### config.mk
export PLATFORM = sky130hd
export DESIGN_NAME = alu_multicycle_flat
export DESIGN_NICKNAME = d
export VERILOG_FILES = /design/src/rtl/alu_multicycle_if.sv /design/src/rtl/alu_multicycle.sv /design/src/flat_wrapper.sv
export SDC_FILE = /design/constraint.sdc
export NUM_CORES = 2
export LEC_CHECK = 0
export ABC_AREA = 1
export CORE_UTILIZATION = 40
export CTS_BUF_LIST = sky130_fd_sc_hd__clkbuf_8
export DETAILED_ROUTE_END_ITERATION = 10
export GPL_TIMING_DRIVEN = 1
export HOLD_SLACK_MARGIN = 0.06
export PLACE_DENSITY = 0.64
export SYNTH_ARGS = -nofsm -noshare
export SYNTH_HDL_FRONTEND = slang
export SYNTH_SLANG_ARGS = --single-unit
### constraint.sdc
create_clock -name clk -period 9.75 [get_ports clk]
set_input_delay 2.925 -clock clk [delete_from_list [all_inputs] [get_ports clk]]
set_output_delay 2.925 -clock clk [all_outputs]
set_load 0.05 [all_outputs]
### src/rtl/alu_multicycle_if.sv
// rtl/alu_multicycle_if.sv - issue/result bundle between the ID/EX stage and the multicycle ALU
// master: drives start, opCode, in1, in2, shiftAmt; samples ready, valid, result, hi, lo,
//         overflow, zero, divByZero.
// slave:  the ALU side of the same signals.
interface alu_multicycle_if #(
    parameter int WIDTH   = 32,
    parameter int SHAMT_W = 5
);
    logic               start;
    logic [3:0]         opCode;
    logic [WIDTH-1:0]   in1;
    logic [WIDTH-1:0]   in2;
    logic [SHAMT_W-1:0] shiftAmt;
    logic               ready;
    logic               valid;
    logic [WIDTH-1:0]   result;
    logic [WIDTH-1:0]   hi;
    logic [WIDTH-1:0]   lo;
    logic               overflow;
    logic               zero;
    logic               divByZero;

    modport master (
        output start, opCode, in1, in2, shiftAmt,
        input  ready, valid, result, hi, lo, overflow, zero, divByZero
    );

    modport slave (
        input  start, opCode, in1, in2, shiftAmt,
        output ready, valid, result, hi, lo, overflow, zero, divByZero
    );
endinterface

### src/rtl/alu_multicycle.sv
// rtl/alu_multicycle.sv - execute-stage ALU with registered 1-cycle ops and iterative mul/div
// clk   : rising-edge clock
// reset : asynchronous active-high reset
// bus   : alu_multicycle_if.slave (start/ready issue, one-cycle valid, result/hi/lo, flags)
module alu_multicycle #(
    parameter int WIDTH   = 32,
    parameter int SHAMT_W = 5
) (
    input  logic             clk,
    input  logic             reset,
    alu_multicycle_if.slave  bus
);
    localparam logic [3:0] OP_AND   = 4'b0000;
    localparam logic [3:0] OP_OR    = 4'b0001;
    localparam logic [3:0] OP_ADD   = 4'b0010;
    localparam logic [3:0] OP_SRA   = 4'b0011;
    localparam logic [3:0] OP_SLL   = 4'b0100;
    localparam logic [3:0] OP_SRL   = 4'b0101;
    localparam logic [3:0] OP_SUB   = 4'b0110;
    localparam logic [3:0] OP_SLT   = 4'b0111;
    localparam logic [3:0] OP_SLTU  = 4'b1000;
    localparam logic [3:0] OP_MULT  = 4'b1001;
    localparam logic [3:0] OP_MULTU = 4'b1010;
    localparam logic [3:0] OP_DIV   = 4'b1011;
    localparam logic [3:0] OP_NOR   = 4'b1100;
    localparam logic [3:0] OP_DIVU  = 4'b1101;

    typedef enum logic [1:0] {IDLE, MUL, DIV} state_t;
    state_t state_q, state_d;

    logic [2*WIDTH-1:0] prod_q;      // mul: {accumulator, multiplier}; div: {remainder, quotient}
    logic [WIDTH-1:0]   opa_q;       // raw dividend, returned in hi on divide-by-zero
    logic [WIDTH-1:0]   opb_q;       // multiplicand or divisor magnitude
    logic               neg_q;       // product / quotient must be negated at the end
    logic               rneg_q;      // remainder takes the dividend's sign
    logic               dbz_q;
    logic               dovf_q;
    logic [SHAMT_W-1:0] cnt_q;
    logic [WIDTH-1:0]   result_q, hi_q, lo_q;
    logic               valid_q, ovf_q, zero_q, divbyzero_q;

    logic ready, accept, is_mul, is_div, op_signed, last;
    logic [WIDTH-1:0] mag_a, mag_b;

    assign ready     = (state_q == IDLE);
    assign accept    = bus.start && ready;
    assign is_mul    = (bus.opCode == OP_MULT) || (bus.opCode == OP_MULTU);
    assign is_div    = (bus.opCode == OP_DIV) || (bus.opCode == OP_DIVU);
    assign op_signed = (bus.opCode == OP_MULT) || (bus.opCode == OP_DIV);
    assign mag_a     = (op_signed && bus.in1[WIDTH-1]) ? -bus.in1 : bus.in1;
    assign mag_b     = (op_signed && bus.in2[WIDTH-1]) ? -bus.in2 : bus.in2;
    assign last      = (cnt_q == SHAMT_W'(WIDTH-1));

    // single-cycle datapath
    logic [WIDTH-1:0] alu_res, alu_sum, alu_dif;
    logic             alu_ovf, alu_def;
    always_comb begin
        alu_res = '0;
        alu_ovf = 1'b0;
        alu_def = 1'b1;
        alu_sum = bus.in1 + bus.in2;
        alu_dif = bus.in1 - bus.in2;
        case (bus.opCode)
            OP_AND:  alu_res = bus.in1 & bus.in2;
            OP_OR:   alu_res = bus.in1 | bus.in2;
            OP_NOR:  alu_res = ~(bus.in1 | bus.in2);
            OP_ADD: begin
                alu_res = alu_sum;
                alu_ovf = (bus.in1[WIDTH-1] == bus.in2[WIDTH-1]) &&
                          (alu_sum[WIDTH-1] != bus.in1[WIDTH-1]);
            end
            OP_SUB: begin
                alu_res = alu_dif;
                alu_ovf = (bus.in1[WIDTH-1] != bus.in2[WIDTH-1]) &&
                          (alu_dif[WIDTH-1] != bus.in1[WIDTH-1]);
            end
            OP_SLL:  alu_res = bus.in1 << bus.shiftAmt;
            OP_SRL:  alu_res = bus.in1 >> bus.shiftAmt;
            OP_SRA:  alu_res = $unsigned($signed(bus.in1) >>> bus.shiftAmt);
            OP_SLT:  alu_res = {{(WIDTH-1){1'b0}}, ($signed(bus.in1) < $signed(bus.in2))};
            OP_SLTU: alu_res = {{(WIDTH-1){1'b0}}, (bus.in1 < bus.in2)};
            default: alu_def = 1'b0;
        endcase
    end

    // one shift-add step; the last step also folds in the sign correction
    logic [WIDTH:0]     mul_sum;
    logic [2*WIDTH-1:0] mul_next, mul_final;
    assign mul_sum   = {1'b0, prod_q[2*WIDTH-1:WIDTH]} + (prod_q[0] ? {1'b0, opb_q} : '0);
    assign mul_next  = {mul_sum, prod_q[WIDTH-1:1]};
    assign mul_final = neg_q ? -mul_next : mul_next;

    // one restoring-division step: shift in the next dividend bit, trial-subtract
    logic [WIDTH:0]   div_shift, div_diff;
    logic [WIDTH-1:0] div_rem, div_quo, rem_fin, quo_fin;
    assign div_shift = {prod_q[2*WIDTH-1:WIDTH], prod_q[WIDTH-1]};
    assign div_diff  = div_shift - {1'b0, opb_q};
    assign div_rem   = div_diff[WIDTH] ? div_shift[WIDTH-1:0] : div_diff[WIDTH-1:0];
    assign div_quo   = {prod_q[WIDTH-2:0], ~div_diff[WIDTH]};
    assign rem_fin   = rneg_q ? -div_rem : div_rem;
    assign quo_fin   = neg_q ? -div_quo : div_quo;

    always_ff @(posedge clk or posedge reset) begin
        if (reset) state_q <= IDLE;
        else       state_q <= state_d;
    end

    always_comb begin
        state_d = state_q;
        case (state_q)
            IDLE: begin
                if (accept && is_mul)      state_d = MUL;
                else if (accept && is_div) state_d = DIV;
            end
            MUL, DIV: if (last) state_d = IDLE;
            default: state_d = IDLE;
        endcase
    end

    always_ff @(posedge clk or posedge reset) begin
        if (reset) begin
            prod_q      <= '0;
            opa_q       <= '0;
            opb_q       <= '0;
            neg_q       <= 1'b0;
            rneg_q      <= 1'b0;
            dbz_q       <= 1'b0;
            dovf_q      <= 1'b0;
            cnt_q       <= '0;
            result_q    <= '0;
            hi_q        <= '0;
            lo_q        <= '0;
            valid_q     <= 1'b0;
            ovf_q       <= 1'b0;
            zero_q      <= 1'b0;
            divbyzero_q <= 1'b0;
        end else begin
            valid_q <= 1'b0;
            case (state_q)
                IDLE: if (accept) begin
                    cnt_q <= '0;
                    neg_q <= op_signed && (bus.in1[WIDTH-1] ^ bus.in2[WIDTH-1]);
                    if (is_mul) begin
                        opb_q  <= mag_a;
                        prod_q <= {{WIDTH{1'b0}}, mag_b};
                    end else if (is_div) begin
                        opa_q  <= bus.in1;
                        opb_q  <= mag_b;
                        prod_q <= {{WIDTH{1'b0}}, mag_a};
                        rneg_q <= op_signed && bus.in1[WIDTH-1];
                        dbz_q  <= (bus.in2 == '0);
                        dovf_q <= op_signed && (bus.in1 == {1'b1, {(WIDTH-1){1'b0}}}) &&
                                  (bus.in2 == '1);
                    end else begin
                        result_q <= alu_res;
                        zero_q   <= alu_def && (alu_res == '0);
                        ovf_q    <= alu_ovf;
                        valid_q  <= 1'b1;
                    end
                end
                MUL: begin
                    cnt_q  <= cnt_q + 1'b1;
                    prod_q <= mul_next;
                    if (last) begin
                        hi_q     <= mul_final[2*WIDTH-1:WIDTH];
                        lo_q     <= mul_final[WIDTH-1:0];
                        result_q <= mul_final[WIDTH-1:0];
                        zero_q   <= (mul_final[WIDTH-1:0] == '0);
                        ovf_q    <= 1'b0;
                        valid_q  <= 1'b1;
                    end
                end
                DIV: begin
                    cnt_q  <= cnt_q + 1'b1;
                    prod_q <= {div_rem, div_quo};
                    if (last) begin
                        if (dbz_q) begin
                            hi_q     <= opa_q;
                            lo_q     <= '1;
                            result_q <= '1;
                            zero_q   <= 1'b0;
                        end else begin
                            hi_q     <= rem_fin;
                            lo_q     <= quo_fin;
                            result_q <= quo_fin;
                            zero_q   <= (quo_fin == '0);
                        end
                        ovf_q       <= dovf_q;
                        divbyzero_q <= dbz_q;
                        valid_q     <= 1'b1;
                    end
                end
                default: ;
            endcase
        end
    end

    assign bus.ready     = ready;
    assign bus.valid     = valid_q;
    assign bus.result    = result_q;
    assign bus.hi        = hi_q;
    assign bus.lo        = lo_q;
    assign bus.overflow  = ovf_q;
    assign bus.zero      = zero_q;
    assign bus.divByZero = divbyzero_q;
endmodule

### src/flat_wrapper.sv
// flat-port wrapper written by rule: the top's interface ports become plain ports
module alu_multicycle_flat 
#(
    parameter int WIDTH   = 32,
    parameter int SHAMT_W = 5
)
  (clk, reset, bus_start, bus_opCode, bus_in1, bus_in2, bus_shiftAmt, bus_ready, bus_valid, bus_result, bus_hi, bus_lo, bus_overflow, bus_zero, bus_divByZero);
  alu_multicycle_if #(.WIDTH(WIDTH), .SHAMT_W(SHAMT_W)) bus_i ();
  input  logic clk;
  input  logic reset;
  input wire logic [$bits(bus_i.start)-1:0] bus_start;
  input wire logic [$bits(bus_i.opCode)-1:0] bus_opCode;
  input wire logic [$bits(bus_i.in1)-1:0] bus_in1;
  input wire logic [$bits(bus_i.in2)-1:0] bus_in2;
  input wire logic [$bits(bus_i.shiftAmt)-1:0] bus_shiftAmt;
  output wire logic [$bits(bus_i.ready)-1:0] bus_ready;
  output wire logic [$bits(bus_i.valid)-1:0] bus_valid;
  output wire logic [$bits(bus_i.result)-1:0] bus_result;
  output wire logic [$bits(bus_i.hi)-1:0] bus_hi;
  output wire logic [$bits(bus_i.lo)-1:0] bus_lo;
  output wire logic [$bits(bus_i.overflow)-1:0] bus_overflow;
  output wire logic [$bits(bus_i.zero)-1:0] bus_zero;
  output wire logic [$bits(bus_i.divByZero)-1:0] bus_divByZero;
  assign bus_i.start = bus_start;
  assign bus_i.opCode = bus_opCode;
  assign bus_i.in1 = bus_in1;
  assign bus_i.in2 = bus_in2;
  assign bus_i.shiftAmt = bus_shiftAmt;
  assign bus_ready = bus_i.ready;
  assign bus_valid = bus_i.valid;
  assign bus_result = bus_i.result;
  assign bus_hi = bus_i.hi;
  assign bus_lo = bus_i.lo;
  assign bus_overflow = bus_i.overflow;
  assign bus_zero = bus_i.zero;
  assign bus_divByZero = bus_i.divByZero;
  alu_multicycle #(.WIDTH(WIDTH), .SHAMT_W(SHAMT_W)) u_core (.clk(clk), .reset(reset), .bus(bus_i));
endmodule
==> results.txt <==
----------------------------------------------------
[Global routing]
  All-Layer GR Usage ... 42.16%
  First-pass GRT wire length ... 249.4 mm
  Via count of the first global-routing pass ... 36560
  Pin count of the biggest net entering global routing ... 124
  Total global routing overflow ... 0
  Initial antenna violation count ... 12

[Clocking]
  PostCTS Resize Cnt ... 0
  Clock sink total ... 239
  Clock Pin Slew Worst Setup and Hold Paths ... 0.06 ns
  Number of buffers on the longest clock path ... 3
  Max H-tree Level ... 2
  CTS buffer count ... 50
  Clock latency on the worst-skew pair ... 0.69 ns
  TritonCTS clock tree ... yes
  CTS root buf ... clkbuf_8
  Post-CTS setup-driven buffer insertion count ... 0
  Quantity of hold-fixing buffers added after cts ... 0

[Yosys]
  Number of distinct library cells after synthesis ... 70
  Number of warnings printed during yosys synthesis ... 0
  Dominant register cell in the synthesized netlist ... dfrtp_1
  FF+latch count, synth ... 239
  Post-Syn Area per Cell ... 5.808 sq um
  Cell area after technology mapping ... 31610 sq um
  Biggest area consumer among synthesized cells ... dfrtp_1
  Proportion of netlist area held by the largest area contributor ... 18.92%
  EDFF count, synth ... 0
  Largest cells by area after synthesis ... dfrtp_1 19%, nand2_1 18%, inv_1 7.9%
  Proportion of synthesized chip area in sequential cells ... 18.92%
  Synth Net Count ... 5695
  Cell count after synthesis ... 5442
  Async set-or-reset flop fraction in the synthesized netlist ... 100.0%

[Route]
  First-pass DRT Iterations ... 8
  Vias per Instance ... 5.927
  Via count ... 38980
  Starting DRT DRC Count ... 4944
  Metal2 WL ... 74.94 mm
  DRT met1 WL ... 65.83 mm
  Wirelength, routed ... 174.1 mm
  DR WL met3 ... 15.68 mm
  DRC errors left ... 0
  Max layer used ... met5
  Number of nets with antenna violations after detailed routing ... 0
  Mean routed wirelength per cell ... 26.48 um

[Floorplan]
  Initial standard-cell utilization of the core ... 40.60%
  Full die area ... 80150 sq um
  Die width ... 283.1 um
  Die height ... 283.1 um
  Area of the placeable core ... 77850 sq um
  # rows ... 102
  I/O pin count ... 177

[Critical path]
  Standard cell with the maximum stage delay on the critical path ... clkdlybuf4s50_1
  Critical path data required time ... 10.36 ns
  Crit-path most repeated cell ... nand2_1
  Critical path, cell by cell ... clkdlybuf4s50_1, inv_1, ha_1, inv_1, fa_1, nand2_1, o21ai_0, nand2_1, nand2_1, a21oi_1, o21ai_0, nand2_1, nor2_1, nand2_1, inv_1, nand2_1, nor2_1, nand2_1, nor2_1, nand4_1, nand2_1, nand2_1, nand2_1
  Sort of element at the start of the critical path ... input port
  Highest net fanout along the worst path ... 7
  CP Class ... in -> reg
  Data arrival time of the critical path ... 7.47 ns
  CP endpoint kind ... flop
  CP max stage delay ... 0.73 ns

[Hold path]
  Path type of the worst min-delay path ... reg -> reg

[Power and ir drop]
  VDD IR max ... 0.2145 mV
  Leakage power of the design ... 17.66 nW
  Cell Pwr Density ... 334.4 nW/um^2

[Timing]
  Actual slew at the worst max-slew pin ... 1.239 ns
  Final critical-path required period ... 6.863 ns
  Hold Violations, Final ... 0
  Maximum clock rate ... 145.7 MHz
  Worst slew slack as a fraction of its limit ... 16.53%
  Fin. max-slew vios ... 0
  Worst clock skew on the final layout ... 0.06155 ns
  RSZ-0062 raised after global routing ... false
  TNS Setup ... 0 ns
  Post-route clock period utilization ... 70.39%
  Number of endpoints failing setup at the final stage ... 0

[Finish]
  Total number of nets in the final design ... 5744
  Filler instances ... 8599
  Non-Filler Instances ... 6577
  Share of post-route cells with drive strength above 1 ... 5.657%
  Register area ... 5982 sq um
  Area added between synthesis and finish ... 11.69%
  Multi-input gate area in the final layout ... 22100 sq um

[Place]
  Final weighted congestion in routability-driven placement ... 1.137
  DP HPWL ... 141.1 mm
  Instance count after placement with tap cells included ... 6478
  Buffers on Ports ... 176

[Job]
  Total of max-cap violations ... 0

[Outcome]
  Status ... complete, no violations

----------------------------------------------------
[layout make-up]
| cell class | count | share of cell area, % |
|---|---|---|
| repair buffers | 231 | 6.139 |
| inverters | 691 | 7.369 |
| well taps | 1040 | 3.686 |
| clock buffers | 63 | 2.456 |
| diodes | 4 | 0.02836 |
| multi-input cells | 4278 | 62.62 |
| clock inverters | 31 | 0.7585 |
| flip-flops and latches | 239 | 16.95 |
[cell usage after synthesis, drive strengths merged, types with 68 or more instances]
cell type and number:
nand2 1564, inv 682, nor2 633, o21ai 490, nand3 429, a21oi 293, dfrtp 239, clkbuf 176
ha 173, xor2 131, o22ai 85, o211ai 78, nand4 74, nor3 68
[logic make-up after synthesis]
kind of cell               Yosys count  share of synthesized area, %
buffers and inverters              925                         11.29
and+or+nand+nor                   2844                         38.49
adders and majority gates          177                         7.102
AOI/OAI and AO/OA                 1101                         19.86
muxes                                5                        0.1584
DFF                                239                         18.92
xor gates and xnor gates           151                         4.184
[critical path: cells and delay by family]
family | cells | cell delay [ns]
AO/OA/AOI/OAI | 3 | 0.99
AND/OR/NAND/NOR | 14 | 1.94
adder cells (fa/ha/maj) | 2 | 0.45
buffers and inverters | 4 | 1.15
[stage by stage]
step	area, sq um	utilization, %	hold WS [ns]	total power (W)	setup slack, ns
2_1_floorplan	31610	-	0.4441	0.007342	0.2652
3_5_place_dp	34150	43.86	0.4645	0.01023	2.420
4_1_cts	35280	45.32	0.4710	0.01150	3.105
6_report	35300	45.34	0.4662	0.01180	2.887
3_3_place_gp	34150	43.86	0.4674	0.01023	2.367
5_1_grt	35290	45.33	0.4988	0.01247	2.772
[final timing paths]
check | start | end | slack (ns) | cells after the start
worst min register to register | u_core.cnt_q[3] | u_core.cnt_q[3] | 0.47 | 1
min in group asynchronous | reset | u_core.bus.hi[31] | 2.81 | 2
max in group asynchronous | reset | u_core.opb_q[4] | 5.59 | 3
worst max register to register | u_core.prod_q[61] | u_core.bus.result[25] | 4.12 | 17
worst max-delay path | bus_in1[0] | u_core.bus.zero | 2.89 | 23
worst min-delay path | u_core.cnt_q[3] | u_core.cnt_q[3] | 0.47 | 1
[power breakdown]
part           switching [W]  internal (W)  leakage, nW
logic                0.00643       0.00236         13.9
registers           0.000391       0.00137         3.10
clock network       0.000547      0.000696        0.623
total                0.00737       0.00443         17.7
[cell usage in the layout, fill, tap and decap left out, drive strengths merged, types with 63 or more instances in the layout]
cell and count:
nand3 429, dfrtp 239, clkbuf 63, nor3 68
ha 173, o22ai 85, xor2 131, inv 694
nand2 1564, o21ai 490, nand4 74, clkdlybuf4s50 172
nor2 633, o211ai 78, a21oi 293
[state kept, by name, summed over array words and instances, names as in the netlist]
| register | flops |
|---|---|
| u_core.cnt_q | 5 |
| u_core.neg_q | 1 |
| u_core.bus.valid | 1 |
| u_core.bus.divByZero | 1 |
| u_core.dovf_q | 1 |
| u_core.bus.overflow | 1 |
| u_core.bus.result | 32 |
| u_core.dbz_q | 1 |
| u_core.state_q | 2 |
| u_core.rneg_q | 1 |
| u_core.bus.hi | 32 |
| u_core.opa_q | 32 |
| u_core.prod_q | 64 |
| u_core.opb_q | 32 |
| u_core.bus.zero | 1 |
| u_core.bus.lo | 32 |
[metal layers]
metal | vias to the layer above | global-route usage (%)
li1 | 17910 | -
met1 | 18310 | 50.74
met2 | 2207 | 65.22
met3 | 546 | 7.689
met4 | 12 | 35.57
met5 | - | 0
Note: power is estimated with default switching activity, not from simulation.
